===== config.mk =====
export PLATFORM = sky130hd
export DESIGN_NAME = mc_controller_hs
export DESIGN_NICKNAME = d
export VERILOG_FILES = /design/src/rtl/mc_controller_hs.sv
export SDC_FILE = /design/constraint.sdc
export NUM_CORES = 1
export LEC_CHECK = 0
export CORE_MARGIN = 5
export CORE_UTILIZATION = 49
export CTS_CLUSTER_DIAMETER = 80
export DETAILED_ROUTE_END_ITERATION = 6
export PLACE_DENSITY = 0.8
export SYNTH_ARGS = -nofsm -noshare
export SYNTH_HDL_FRONTEND = slang
export SYNTH_SLANG_ARGS = --single-unit

===== constraint.sdc =====
create_clock -name clk -period 3.4 [get_ports clk]
set_clock_uncertainty 0.2 [all_clocks]
set_input_delay 0.34 -clock clk [delete_from_list [all_inputs] [get_ports clk]]
set_output_delay 0.34 -clock clk [all_outputs]
set_load 0.05 [all_outputs]

===== src/rtl/mc_controller_hs.sv =====
// rtl/mc_controller_hs.sv - multicycle RV32I controller with memory handshake, bus timeout and traps
module mc_controller_hs #(
    parameter int TIMEOUT_CYCLES = 16,
    parameter int CNT_W          = 5
) (
    input  logic       clk,
    input  logic       reset,
    input  logic [6:0] op,
    input  logic [2:0] funct3,
    input  logic       funct7b5,
    input  logic       N,
    input  logic       Z,
    input  logic       C,
    input  logic       V,
    input  logic       MemReady,
    output logic [2:0] ImmSrc,
    output logic [1:0] ALUSrcA,
    output logic [1:0] ALUSrcB,
    output logic [1:0] ResultSrc,
    output logic       AdrSrc,
    output logic [3:0] ALUControl,
    output logic       IRWrite,
    output logic       PCWrite,
    output logic       RegWrite,
    output logic       MemWrite,
    output logic       MemReq,
    output logic       Trap,
    output logic [1:0] TrapCause
);

    localparam logic [6:0] OP_LOAD  = 7'b0000011;
    localparam logic [6:0] OP_STORE = 7'b0100011;
    localparam logic [6:0] OP_R     = 7'b0110011;
    localparam logic [6:0] OP_I     = 7'b0010011;
    localparam logic [6:0] OP_LUI   = 7'b0110111;
    localparam logic [6:0] OP_AUIPC = 7'b0010111;
    localparam logic [6:0] OP_BR    = 7'b1100011;
    localparam logic [6:0] OP_JAL   = 7'b1101111;
    localparam logic [6:0] OP_JALR  = 7'b1100111;

    localparam logic [3:0] ALU_ADD   = 4'b0000;
    localparam logic [3:0] ALU_SUB   = 4'b0001;
    localparam logic [3:0] ALU_AND   = 4'b0010;
    localparam logic [3:0] ALU_OR    = 4'b0011;
    localparam logic [3:0] ALU_XOR   = 4'b0100;
    localparam logic [3:0] ALU_SLT   = 4'b0101;
    localparam logic [3:0] ALU_SLL   = 4'b0110;
    localparam logic [3:0] ALU_SRL   = 4'b0111;
    localparam logic [3:0] ALU_SRA   = 4'b1000;
    localparam logic [3:0] ALU_SLTU  = 4'b1001;
    localparam logic [3:0] ALU_PASSB = 4'b1010;

    localparam logic [CNT_W-1:0] TO_LAST = CNT_W'((TIMEOUT_CYCLES > 0) ? TIMEOUT_CYCLES - 1 : 0);

    typedef enum logic [3:0] {
        S_FETCH, S_DECODE, S_MEMADR, S_MEMREAD, S_MEMWB, S_MEMWRITE,
        S_EXECR, S_EXECI, S_LUI, S_AUIPC, S_ALUWB, S_BRANCH,
        S_JAL, S_JALR_TGT, S_JALR_LINK, S_FAULT
    } state_t;

    state_t           state;
    state_t           nxt;
    logic [1:0]       nxt_cause;
    logic [CNT_W-1:0] wait_cnt;
    logic             waiting;
    logic             timeout;
    logic             br_legal;
    logic             br_taken;
    logic             mreq_q;
    logic [3:0]       alu_dec;

    always_comb begin
        ImmSrc = 3'b000;
        case (op)
            OP_STORE:         ImmSrc = 3'b001;
            OP_BR:            ImmSrc = 3'b010;
            OP_JAL:           ImmSrc = 3'b011;
            OP_LUI, OP_AUIPC: ImmSrc = 3'b100;
            default:          ImmSrc = 3'b000;
        endcase
    end

    always_comb begin
        alu_dec = ALU_ADD;
        case (funct3)
            3'b000:  alu_dec = (op[5] && funct7b5) ? ALU_SUB : ALU_ADD;
            3'b001:  alu_dec = ALU_SLL;
            3'b010:  alu_dec = ALU_SLT;
            3'b011:  alu_dec = ALU_SLTU;
            3'b100:  alu_dec = ALU_XOR;
            3'b101:  alu_dec = funct7b5 ? ALU_SRA : ALU_SRL;
            3'b110:  alu_dec = ALU_OR;
            default: alu_dec = ALU_AND;
        endcase
    end

    always_comb begin
        br_legal = 1'b1;
        br_taken = 1'b0;
        case (funct3)
            3'b000:  br_taken = Z;
            3'b001:  br_taken = !Z;
            3'b100:  br_taken = N ^ V;
            3'b101:  br_taken = !(N ^ V);
            3'b110:  br_taken = !C;
            3'b111:  br_taken = C;
            default: br_legal = 1'b0;
        endcase
    end

    // MemReady has priority over the timeout in the same cycle
    assign waiting = (state == S_FETCH) || (state == S_MEMREAD) || (state == S_MEMWRITE);
    assign timeout = (TIMEOUT_CYCLES != 0) && waiting && !MemReady && (wait_cnt == TO_LAST);

    always_comb begin
        nxt       = state;
        nxt_cause = TrapCause;
        case (state)
            S_FETCH: begin
                if (MemReady) nxt = S_DECODE;
                else if (timeout) begin
                    nxt       = S_FAULT;
                    nxt_cause = 2'b11;
                end
            end
            S_DECODE: begin
                case (op)
                    OP_LOAD, OP_STORE: nxt = S_MEMADR;
                    OP_R:              nxt = S_EXECR;
                    OP_I:              nxt = S_EXECI;
                    OP_LUI:            nxt = S_LUI;
                    OP_AUIPC:          nxt = S_AUIPC;
                    OP_BR:             nxt = S_BRANCH;
                    OP_JAL:            nxt = S_JAL;
                    OP_JALR:           nxt = S_JALR_TGT;
                    default: begin
                        nxt       = S_FAULT;
                        nxt_cause = 2'b01;
                    end
                endcase
            end
            S_MEMADR: nxt = op[5] ? S_MEMWRITE : S_MEMREAD;
            S_MEMREAD: begin
                if (MemReady) nxt = S_MEMWB;
                else if (timeout) begin
                    nxt       = S_FAULT;
                    nxt_cause = 2'b11;
                end
            end
            S_MEMWB: nxt = S_FETCH;
            S_MEMWRITE: begin
                if (MemReady) nxt = S_FETCH;
                else if (timeout) begin
                    nxt       = S_FAULT;
                    nxt_cause = 2'b11;
                end
            end
            S_EXECR, S_EXECI, S_LUI, S_AUIPC: nxt = S_ALUWB;
            S_ALUWB: nxt = S_FETCH;
            S_BRANCH: begin
                if (br_legal) nxt = S_FETCH;
                else begin
                    nxt       = S_FAULT;
                    nxt_cause = 2'b10;
                end
            end
            S_JAL:       nxt = S_ALUWB;
            S_JALR_TGT:  nxt = S_JALR_LINK;
            S_JALR_LINK: nxt = S_ALUWB;
            default:     nxt = S_FAULT;
        endcase
    end

    // Datapath selects are registered from the state being entered
    always_ff @(posedge clk) begin
        if (!reset) begin
            state      <= S_FETCH;
            wait_cnt   <= '0;
            Trap       <= 1'b0;
            TrapCause  <= 2'b00;
            ALUSrcA    <= 2'b00;
            ALUSrcB    <= 2'b10;
            ResultSrc  <= 2'b10;
            AdrSrc     <= 1'b0;
            ALUControl <= ALU_ADD;
            mreq_q     <= 1'b1;
        end else begin
            state      <= nxt;
            wait_cnt   <= (waiting && !MemReady && (nxt == state)) ? wait_cnt + 1'b1 : '0;
            Trap       <= (nxt == S_FAULT);
            TrapCause  <= nxt_cause;
            ALUSrcA    <= 2'b00;
            ALUSrcB    <= 2'b00;
            ResultSrc  <= 2'b00;
            AdrSrc     <= 1'b0;
            ALUControl <= ALU_ADD;
            mreq_q     <= 1'b0;
            case (nxt)
                S_FETCH: begin
                    ALUSrcB   <= 2'b10;
                    ResultSrc <= 2'b10;
                    mreq_q    <= 1'b1;
                end
                S_DECODE: begin
                    ALUSrcA <= 2'b01;
                    ALUSrcB <= 2'b01;
                end
                S_MEMADR: begin
                    ALUSrcA <= 2'b10;
                    ALUSrcB <= 2'b01;
                end
                S_MEMREAD, S_MEMWRITE: begin
                    AdrSrc <= 1'b1;
                    mreq_q <= 1'b1;
                end
                S_MEMWB: ResultSrc <= 2'b01;
                S_EXECR: begin
                    ALUSrcA    <= 2'b10;
                    ALUControl <= alu_dec;
                end
                S_EXECI: begin
                    ALUSrcA    <= 2'b10;
                    ALUSrcB    <= 2'b01;
                    ALUControl <= alu_dec;
                end
                S_LUI: begin
                    ALUSrcB    <= 2'b01;
                    ALUControl <= ALU_PASSB;
                end
                S_AUIPC: begin
                    ALUSrcA <= 2'b01;
                    ALUSrcB <= 2'b01;
                end
                S_BRANCH: begin
                    ALUSrcA    <= 2'b10;
                    ALUControl <= ALU_SUB;
                end
                S_JAL, S_JALR_LINK: begin
                    ALUSrcA <= 2'b01;
                    ALUSrcB <= 2'b10;
                end
                S_JALR_TGT: begin
                    ALUSrcA   <= 2'b10;
                    ALUSrcB   <= 2'b01;
                    ResultSrc <= 2'b10;
                end
                default: ;
            endcase
        end
    end

    // Enables are suppressed during the reset cycle regardless of state
    assign IRWrite  = reset && (state == S_FETCH) && MemReady;
    assign PCWrite  = reset && (((state == S_FETCH) && MemReady) ||
                                ((state == S_BRANCH) && br_legal && br_taken) ||
                                (state == S_JAL) || (state == S_JALR_TGT));
    assign RegWrite = reset && ((state == S_MEMWB) || (state == S_ALUWB));
    assign MemWrite = reset && (state == S_MEMWRITE) && MemReady;
    assign MemReq   = reset && mreq_q;

endmodule


After elaboration in Yosys (flattened, before gate mapping):

Index checks and enable logic that the tools add are counted.

* flip-flop bits (word level): 24
* logic and storage cells: 132
* output and inout bits: 22
* input port bits: 18

* $add $sub $neg: 1
* eq/ne operators: 50
* bitwise logic cells: 1
* mux-type cells: 25
* reduce and logical (&&, ||, !) cells: 45

Operator list (number)
* 4-bit equality test, second input constant: 14
* 4-bit case mux with 9 select lines: 1
* 4-bit by 3-bit equality test with 1-bit output, second input constant: 8
* 4-bit case mux with 8 select lines: 1
* 4-bit case mux with 7 select lines: 1
* 4-bit 2-to-1 mux: 6
* 7-bit by 6-bit equality test with 1-bit output, second input constant: 3
* 7-bit equality test, second input constant: 3
* 6-bit OR reduction: 3
* 4-bit by 2-bit equality test with 1-bit output, second input constant: 4
* 7-bit by 5-bit equality test with 1-bit output, second input constant: 2
* 1-bit logical AND: 14
* 3-bit equality test, second input constant: 4
* 2-bit case mux with 2 select lines: 3
* 3-bit case mux with 4 select lines: 1
* 4-bit case mux with 3 select lines: 1
* 2-bit OR reduction: 6
* 3-bit OR reduction: 3
* 9-bit OR reduction: 1
* 4-bit by 1-bit equality test with 1-bit output, second input constant: 2
* 4-bit logical NOT: 2
* 2-bit 2-to-1 mux: 4
* 7-bit by 2-bit equality test with 1-bit output, second input constant: 1
* 3-bit by 2-bit equality test with 1-bit output, second input constant: 2
* 19 further kinds: 32

Longest topological paths before layout:

Gate-level depths: netlist of the first run.

* depth after elaboration: 11
* gate-level depth with buffers: 10
* gate-level depth less buffers: 10

Least setup slack after synthesis of the first run:

Ideal clock, no wire load.

* path type: input-to-reg
* from: input port op[4]
* to: register ALUControl[1]
* path slack: 390 ps
* arrival time: 2752 ps
* library setup time: 58 ps
* path buffers: 0
* data required time: 3142 ps
* stages on the path: 7
* path through: and2b_1 nor4b_2 nor3b_1 a2111o_1 or2_1 nor3_2 o21a_1

* word-level cells in the longest chain between the ends: 7
* elaborated cells between the ends (all ways): 18
* classes of those cells: 13 x eq/ne; 3 x mux; 2 x reduce/logical

Ends and longest elaborated chain
* start, declared: RTL line 8 `input logic [6:0] op,`
* 7-bit by 2-bit equality test with 1-bit output or 7-bit by 6-bit equality test with 1-bit output (tied branches): RTL line 127 `case (op)`
* 2-bit OR reduction: RTL line 127
* 4-bit case mux with 8 select lines *: RTL line 127
* 4-bit case mux with 9 select lines *: RTL line 118 `case (state)`
* 4-bit by 3-bit equality test with 1-bit output: RTL line 198 `case (nxt)`
* 2-bit OR reduction (no line)
* 4-bit case mux with 3 select lines *: RTL line 198
* end signal, assigned: RTL line 219 `ALUControl <= alu_dec;`
* end signal, assigned: RTL line 224 `ALUControl <= alu_dec;`
* end, declared: RTL line 21 `output logic [3:0] ALUControl,`

Mark *: on every way between the ends. The rest lies on a longest branch, timed or not.
A chain may end at the register's enable or synchronous reset.

Worst setup path in the final report of the first run:

* from: register state[2]
* to: output port RegWrite

* word-level cells in the longest chain between the ends: 3
* elaborated cells between the ends (all ways): 4
* classes of those cells: 2 x eq/ne; 2 x reduce/logical

Ends and longest elaborated chain
* start, declared: RTL line 61 `state_t state;`
* start signal, assigned: RTL line 188 `state <= nxt;`
* 4-bit by 3-bit equality test with 1-bit output or 4-bit equality test (tied branches): RTL line 257 `assign RegWrite = reset && ((state == S_MEMWB) || (state == S_ALUWB));`
* 1-bit logical OR *: RTL line 257
* 1-bit logical AND *: RTL line 257
* end, declared: RTL line 24 `output logic RegWrite,`

Marks and branches as above.

==> results of run 1 <==
-- worst max-delay path: cells and delay by family (launching register included) --
family | cells | cell delay, ps
AOI/OAI and AO/OA | 1 | 220
buffers and inverters | 1 | 840
and+or+nand+nor | 2 | 290
DFF | 1 | 700
-- placed cells by master (no fill, tap or decap), drive strengths merged, types with 4 or more instances in the layout --
cell type,count
nor2,20
clkbuf,4
nor4,4
nand2,9
xnor2,4
nor2b,4
nand2b,9
nor3,7
a21oi,11
o21ai,8
dfxtp,24
nand3,8
nor4b,4
buf,4
clkdlybuf4s50,38
inv,10
or2,4
a31oi,6
-- kinds of logic (layout without fill, tap and decap cells) --
| kind of cell | count (synthesis) | count (layout) | synth area share (%) |
|---|---|---|---|
| and+or+nand+nor | 85 | 85 | 32.1 |
| AOI/OAI and AO/OA | 47 | 47 | 23.5 |
| DFF | 24 | 24 | 30.9 |
| buffers and inverters | 21 | 57 | 5.96 |
| xor gates and xnor gates | 7 | 7 | 3.95 |
| muxes | 3 | 3 | 1.93 |
| adders and majority gates | 2 | 2 | 1.61 |
-- layout make-up --
class | instances | area (um2)
Inverter | 11 | 41.3
Fill cell | 275 | 1050
Clock buffer | 4 | 36.3
Multi-Input combinational cell | 144 | 980
Sequential cell | 24 | 480
Timing Repair Buffer | 42 | 410
Tap cell | 44 | 55.1
-- layer usage --
layer	vias to the layer above	GRT usage [%]	share of wire [%]
met5	-	0	0
met4	0	2.03	0
met3	0	4.59	7.0
met2	58	32.3	52
met1	697	23.9	41
li1	764	-	-
-- power groups by stage --
stage / sequential (mW) / combinational (mW) / clock, mW
5_1_grt: 0.495 / 1.33 / 0.165
6_report: 0.479 / 1.23 / 0.145
3_3_place_gp: 0.480 / 1.19 / 0
4_1_cts: 0.476 / 1.22 / 0.149
3_5_place_dp: 0.484 / 1.22 / 0
2_1_floorplan: 0.590 / 0.827 / 0
-- sequential cells by signal, summed over array words and instances (netlist names) --
name,cells
AdrSrc,1
ALUControl,4
state,4
ALUSrcB,2
mreq_q,1
wait_cnt,5
ResultSrc,2
Trap,1
ALUSrcA,2
TrapCause,2
-- worst paths after layout --
path,to,depth (start not counted)
worst max register to register,ALUSrcB[0],6
worst max-delay path,RegWrite,4
worst min register to register,wait_cnt[0],1
worst min-delay path,wait_cnt[0],1
-- through the flow --
step / std cells / utilization, % / instance area (um2) / worst slack, ps / power (mW)
detailed placement: 265 / 64.4 / 1970 / 352 / 1.70
floorplan: 189 / - / 1550 / 390 / 1.42
finish: 269 / 65.6 / 2000 / 514 / 1.85
CTS: 269 / 65.6 / 2000 / 518 / 1.85
global route: 269 / 65.6 / 2000 / 337 / 1.99
global placement: 265 / 64.4 / 1970 / 408 / 1.67
==> flow_metrics.tcl, run 1 <==
set metrics [dict create \
    n_antenna_cell 0 \
    ys_seq_elements 24 \
    slew_headroom_pct 38.3 \
    hold_viol 0 \
    finalWirelength_um 3860 \
    synthArstFlopShare_pct 0 \
    synth_area_um2 1550 \
    wl_per_cell_um 14.3 \
    gp_congestion 1.06 \
    sw_frac_of_total_pct 50.7 \
    worstHoldStart "wait_cnt[0]" \
    die_h_um 66.3 \
    clkTransAtPathRegs_ps 110 \
    p_seq_share_pct 25.9 \
    cts_max_level 1 \
    ys_top_cells_by_count "24 x dfxtp_1, 18 x nor2_1, 11 x a21oi_1, 10 x inv_1" \
    peakVddDrop_mv 0.636 \
    crit_chain "nand2b_1 -> o22a_1 -> nor3_1 -> clkdlybuf4s50_1" \
    combPwrFrac_pct 66.2 \
    final_layout_size_suffix_gt1_share_pct 10.2 \
    drtPass1Iterations 4 \
    initial_utilization_pct 50.9 \
    cts_resized 0 \
    synth.area.top_cells "dfxtp_1 31%, nor2_1 4.4%, nand2b_1 3.6%" \
    end_kind "output pin" \
    p_leak_nw 0.728 \
    yosysWarnings 0 \
    die-area_um2 4390 \
    yosysTopAreaCell "dfxtp_1" \
    setup_viol 0 \
    p_sw_mw 0.938 \
    path_class "reg -> out" \
    cts_sinks 24 \
    ys.flop_type "dfxtp_1" \
    crit_start "state[2]" \
    slowest_delay_ps 840 \
    grt_max_degree 19 \
    die_x_um 66.3 \
    ys_seq_area_share_pct 30.9 \
    critPathLaunchType "flop" \
    powerDensity_nw_per_um2 924 \
    synth_edf_count 0 \
    clk_latency_ps 310 \
    first_global_vias 1403 \
    clockPowerShare_pct 7.9 \
    hpwl_um 3000 \
    r2r-start "state[0]" \
    finalSetupTns_ps 0 \
    arrival_ps 2350 \
    grt_pass1_wl_um 6530 \
    clock-root-buffer "clkbuf_4" \
    fmax_mhz 346 \
    rows 20 \
    rsz0062_at_grt "no" \
    synth_nets 209 \
    coreArea_um2 3050 \
    grt_antenna_before_repair 0 \
    syn_avg_cell_area_um2 8.22 \
    detail_route.iter0.violations 112 \
    synth_cell_types 55 \
    critPathMaxFanout 18 \
    avgViaCountPerCell 5.65 \
    grt_use_total_pct 18.6 \
    numCtsBuffers 3 \
    fin_nets 246 \
    hold_class "reg -> reg" \
    synth_top_area_share_pct 30.9 \
    cts_setup_buffers 0 \
    drv_slew 0 \
    io_buffers 39 \
    hold_buffers 0 \
    area_growth_pct 29.0 \
    fin_crit_sh_pct 84.9 \
    p_int_mw 0.913 \
    syn_inst 189 \
    synth_most_common_cell "dfxtp_1" \
    crit_required_ps 2860 \
    finalCriticalPeriod_ps 2890 \
    overflow 0 \
    tritoncts "done" \
    clock_path_buffers 2 \
    ant_nets 0 \
    maxCapViolCount 0 \
    reg2reg_slack_ps 550 \
    drc_errors 0 \
    worstMarginPinSlew_ps 924 \
    ios 40 \
    num_vias 1519 \
    hold_slack_ps 265 \
    outcome "completed" \
    cp_slowest_cell "clkdlybuf4s50_1" \
]
Note: power is estimated with default switching activity, not from simulation.
==> run 2, diff against run 1 <==
- clock period: 3.4 -> 2.8 ns (I/O delays scaled with it)
==> flow_metrics.tcl, run 2 (synthesis gave the netlist of run 1 again) <==
set metrics [dict create \
    powerDensity_nw_per_um2 1120 \
    p_int_mw 1.21 \
    slew_headroom_pct 52.9 \
    p_total_mw 2.42 \
    ios 40 \
    reg_top3 "wait_cnt (5), ALUControl (4), state (4)" \
    rsz0062_at_grt "no" \
    critPathMaxFanout 5 \
    overflow 0 \
    clkTransAtPathRegs_ps 120 \
    cts_max_level 1 \
    drc_errors 0 \
    hold_viol 0 \
    io_buffers 39 \
    die_x_um 66.3 \
    final_design_area_no_fill_um2 2160 \
    final_cell_mix "31 x clkdlybuf4s50_1, 24 x dfxtp_1, 22 x buf_4" \
    finalWirelength_um 4260 \
    arrival_ps 2750 \
    hpwl_um 3160 \
    fillers 266 \
    finalCriticalPeriod_ps 2690 \
    peakVddDrop_mv 0.856 \
    fin_nets 261 \
    fin_crit_sh_pct 96.0 \
    crit_required_ps 2860 \
    drtPass1Iterations 5 \
    p_sw_mw 1.21 \
    n_antenna_cell 0 \
    crit_start "op[6]" \
    rows 20 \
    tritoncts "done" \
    place_area_um2 2090 \
    cts_sinks 24 \
    finalSetupTns_ps 0 \
    setup_ws_ps 112 \
    p_seq_share_pct 22.6 \
    grt_use_total_pct 18.6 \
    grt_max_degree 18 \
    hold_class "reg -> reg" \
    fin_cells 283 \
    largest_reg_flops 5 \
    drv_slew 0 \
    fmax_mhz 372 \
    outcome "completed" \
    clockPowerShare_pct 5.9 \
    die_h_um 66.3 \
    p_leak_nw 0.824 \
    avgViaCountPerCell 5.86 \
    wl_per_cell_um 15.1 \
    grt_antenna_before_repair 0 \
    clock_path_buffers 2 \
    num_vias 1659 \
    detail_route.iter0.violations 138 \
    first_global_vias 1496 \
    final_layout_size_suffix_gt1_share_pct 19.2 \
    worstMarginPinSlew_ps 701 \
    die-area_um2 4390 \
    setup_viol 0 \
    regMostFlops "wait_cnt" \
    worstHoldStart "wait_cnt[0]" \
    combPwrFrac_pct 71.5 \
    reg2reg_slack_ps 160 \
    path_class "in -> reg" \
    ff2ff_path_depth 8 \
    critPathLaunchType "primary input" \
    placed_cells 278 \
    r2r-start "wait_cnt[0]" \
    grt_pass1_wl_um 6570 \
    clock-root-buffer "clkbuf_4" \
    ant_nets 0 \
    dp_slack_ps -28.6 \
    maxCapViolCount 0 \
    clk_latency_ps 300 \
    endpoint "ALUControl[1]" \
    coreArea_um2 3050 \
    numCtsBuffers 3 \
    sw_frac_of_total_pct 49.9 \
    initial_utilization_pct 50.9 \
    worstReg2RegEnd "ALUControl[1]" \
    end_kind "flop" \
    gp_congestion 0.917 \
    final_common_cell "clkdlybuf4s50_1" \
    area_growth_pct 39.0 \
]
## run 2: metal layers
metal  share of wire, %  up-vias  track usage, %
met4                1.0        0            3.30
met3                6.4        4            3.40
met5                  0        -               0
li1                   -      792               -
met1                 42      795            23.1
met2                 51       68            33.3
## run 2: critical path, stage by stage
cell	delay, ps
clkdlybuf4s50_1	450
buf_4	170
nand2b_1	190
a2bb2oi_1	150
o31ai_1	580
o2111ai_4	270
or2_1	300
nor3_2	220
o21a_1	150
## run 2: area by class of cell
class	count	area [um2]	share of cell area, %
multi-input combinational	145	1020	47.4
timing repair buffer	56	536	24.8
sequential	24	480	22.3
tap	44	55.1	2.55
inverter	11	41.3	1.91
clock buffer	3	22.5	1.04
## run 2: power by group through the flow
stage	registers [mW]	clock network, mW	logic (mW)
3_5_place_dp	0.555	0	1.64
4_1_cts	0.547	0.144	1.66
3_3_place_gp	0.549	0	1.61
6_report	0.548	0.143	1.73
5_1_grt	0.563	0.164	1.84
2_1_floorplan	0.716	0	1.01
## run 2: timing repair
action | CTS | global route
hold buffers | 0 | 0
setup buffers | 0 | 1
setup endpoints to repair | 0 | 7
gates resized for setup | 0 | 4
## run 2: stage by stage
stage          hold slack [ps]  util (%)
4_1_cts                    283      69.3
6_report                   269      70.7
2_1_floorplan              217         -
3_3_place_gp               228      68.6
5_1_grt                    287      70.7
3_5_place_dp               267      68.6
## run 2: worst min-delay path by stage
| stage | to | slack [ps] | depth (start not counted) |
|---|---|---|---|
| after CTS | wait_cnt[0] | 280 | 1 |
| after global placement | wait_cnt[0] | 230 | 1 |
| after floorplan | state[0] | 220 | 1 |
| after detailed placement | wait_cnt[0] | 270 | 1 |
| final | wait_cnt[0] | 270 | 1 |
| after global routing | wait_cnt[0] | 290 | 1 |
==> run 3, diff against run 2 <==
- MAX_ROUTING_LAYER: not set -> met4
==> flow_metrics.tcl, run 3 (synthesis gave the netlist of run 1 again) <==
set metrics [dict create \
    crit_required_ps 2840 \
    drtPass1Iterations 4 \
    setup_viol 0 \
    final_common_cell "clkdlybuf4s50_1" \
    critPathLaunchType "flop" \
    fin_crit_sh_pct 94.1 \
    hold_viol 0 \
    arrival_ps 2670 \
    clock-root-buffer "clkbuf_4" \
    hold_class "reg -> reg" \
    use_met1_pct 24.3 \
    critPathMaxFanout 5 \
    slew_headroom_pct 58.0 \
    die_h_um 66.3 \
    use_met2_pct 36.1 \
    cts_max_level 1 \
    grt_pass1_wl_um 6980 \
    rows 20 \
    die-area_um2 4390 \
    peakVddDrop_mv 0.702 \
    reg2reg_slack_ps 160 \
    final_cell_mix "31 x clkdlybuf4s50_1, 24 x dfxtp_1, 23 x buf_4" \
    wl_per_cell_um 15.3 \
    clkTransAtPathRegs_ps 110 \
    fin_nets 262 \
    first_global_vias 1586 \
    gp_congestion 0.982 \
    r2r-start "wait_cnt[0]" \
    initial_utilization_pct 50.9 \
    regMostFlops "wait_cnt" \
    p_leak_nw 0.831 \
    grtUsageMet3_pct 3.06 \
    clock_path_buffers 2 \
    outcome "completed" \
    detail_route.iter0.violations 177 \
    worstHoldStart "wait_cnt[0]" \
    drc_errors 0 \
    clk_latency_ps 300 \
    drv_slew 0 \
    fillers 268 \
    ios 40 \
    ff2ff_path_depth 11 \
    grt_max_degree 18 \
    cts_sinks 24 \
    largest_reg_flops 5 \
    rsz0062_at_grt "no" \
    p_int_mw 1.24 \
    ff_latch_area_um2 480 \
    hpwl_um 3320 \
    p_total_mw 2.46 \
    grt_use_total_pct 20.4 \
    sw_frac_of_total_pct 49.6 \
    tritoncts "done" \
    area_growth_pct 39.4 \
    n_antenna_cell 0 \
    p_sw_mw 1.22 \
    end_kind "flop" \
    coreArea_um2 3050 \
    ant_nets 0 \
    finalWirelength_um 4330 \
    hold_buffers 0 \
    die_x_um 66.3 \
    path_class "reg -> reg" \
    finalSetupTns_ps 0 \
    grt_antenna_before_repair 0 \
    clockPowerShare_pct 5.7 \
    maxCapViolCount 0 \
    holdPathEnd "wait_cnt[0]" \
    fmax_mhz 379 \
    avgViaCountPerCell 5.80 \
    io_buffers 39 \
    final_layout_size_suffix_gt1_share_pct 19.6 \
    overflow 0 \
    finalCriticalPeriod_ps 2640 \
    worstReg2RegEnd "mreq_q" \
    powerDensity_nw_per_um2 1130 \
    p_seq_share_pct 22.5 \
    numCtsBuffers 3 \
    worstMarginPinSlew_ps 624 \
    combPwrFrac_pct 71.8 \
    reg_top3 "wait_cnt (5), ALUControl (4), state (4)" \
    top_usage_layer "met2" \
    multi_input_area_um2 1020 \
    num_vias 1648 \
    whs_path_depth 1 \
]
run 3: cell types whose count changed in the layout (fill, tap and decap cells not counted), sizes merged:
cell,delta
buf,+1
run 3: worst max-delay path by stage:
stage,start,to,cells after the start,slack (ps)
floorplan,op[4],ALUControl[1],7,230
global placement,op[6],ALUControl[1],9,110
detailed placement,op[4],ResultSrc[1],8,30
CTS,wait_cnt[0],ALUControl[3],9,80
global route,state[1],ALUSrcB[0],8,2
finish,wait_cnt[0],mreq_q,11,160
run 3: repair_timing:
item	CTS	global route
gates resized for setup	0	3
buffers inserted	0	2
endpoints found under the setup margin	0	9
run 3: routing by layer:
layer	routed length [um]	part of all wire, %	vias up
met3	293	6.8	11
met2	2200	51	80
met1	1780	41	759
met4	67	1.5	0
li1	-	-	798
met5	0	0	-
run 3: critical path, cell delays in order (launching register included):
cell and delay (ps):
dfxtp_1 340, ha_1 220, and3_1 190, ha_1 240, nor2_1 110, o22ai_1 90, a22oi_2 320, o2111ai_4 220
buf_4 200, xnor2_1 180, mux2i_1 110, o21ai_1 150
run 3: power by group through the flow:
stage	sequential, mW	combinational, mW	clock, mW
global route	0.568	1.90	0.165
detailed placement	0.557	1.65	0
floorplan	0.716	1.01	0
CTS	0.550	1.66	0.145
global placement	0.555	1.61	0
finish	0.553	1.76	0.139
run 3: stage by stage:
| stage | hold slack [ps] | instance area, um2 | utilization (%) | setup slack, ps | instances |
|---|---|---|---|---|---|
| 2_1_floorplan | 217 | 1560 | - | 231 | 189 |
| 3_3_place_gp | 227 | 2090 | 68.6 | 105 | 278 |
| 3_5_place_dp | 236 | 2090 | 68.6 | 34.5 | 278 |
| 4_1_cts | 260 | 2120 | 69.3 | 82.3 | 281 |
| 5_1_grt | 288 | 2160 | 70.9 | 1.74 | 284 |
| 6_report | 259 | 2160 | 70.9 | 164 | 284 |
run 3: area by class of cell:
class,instances,area share (%)
clock buffers,3,1.04
flip-flops and latches,24,22.2
multi-input cells,145,47.2
well taps,44,2.54
repair buffers,57,25.1
inverters,11,1.91
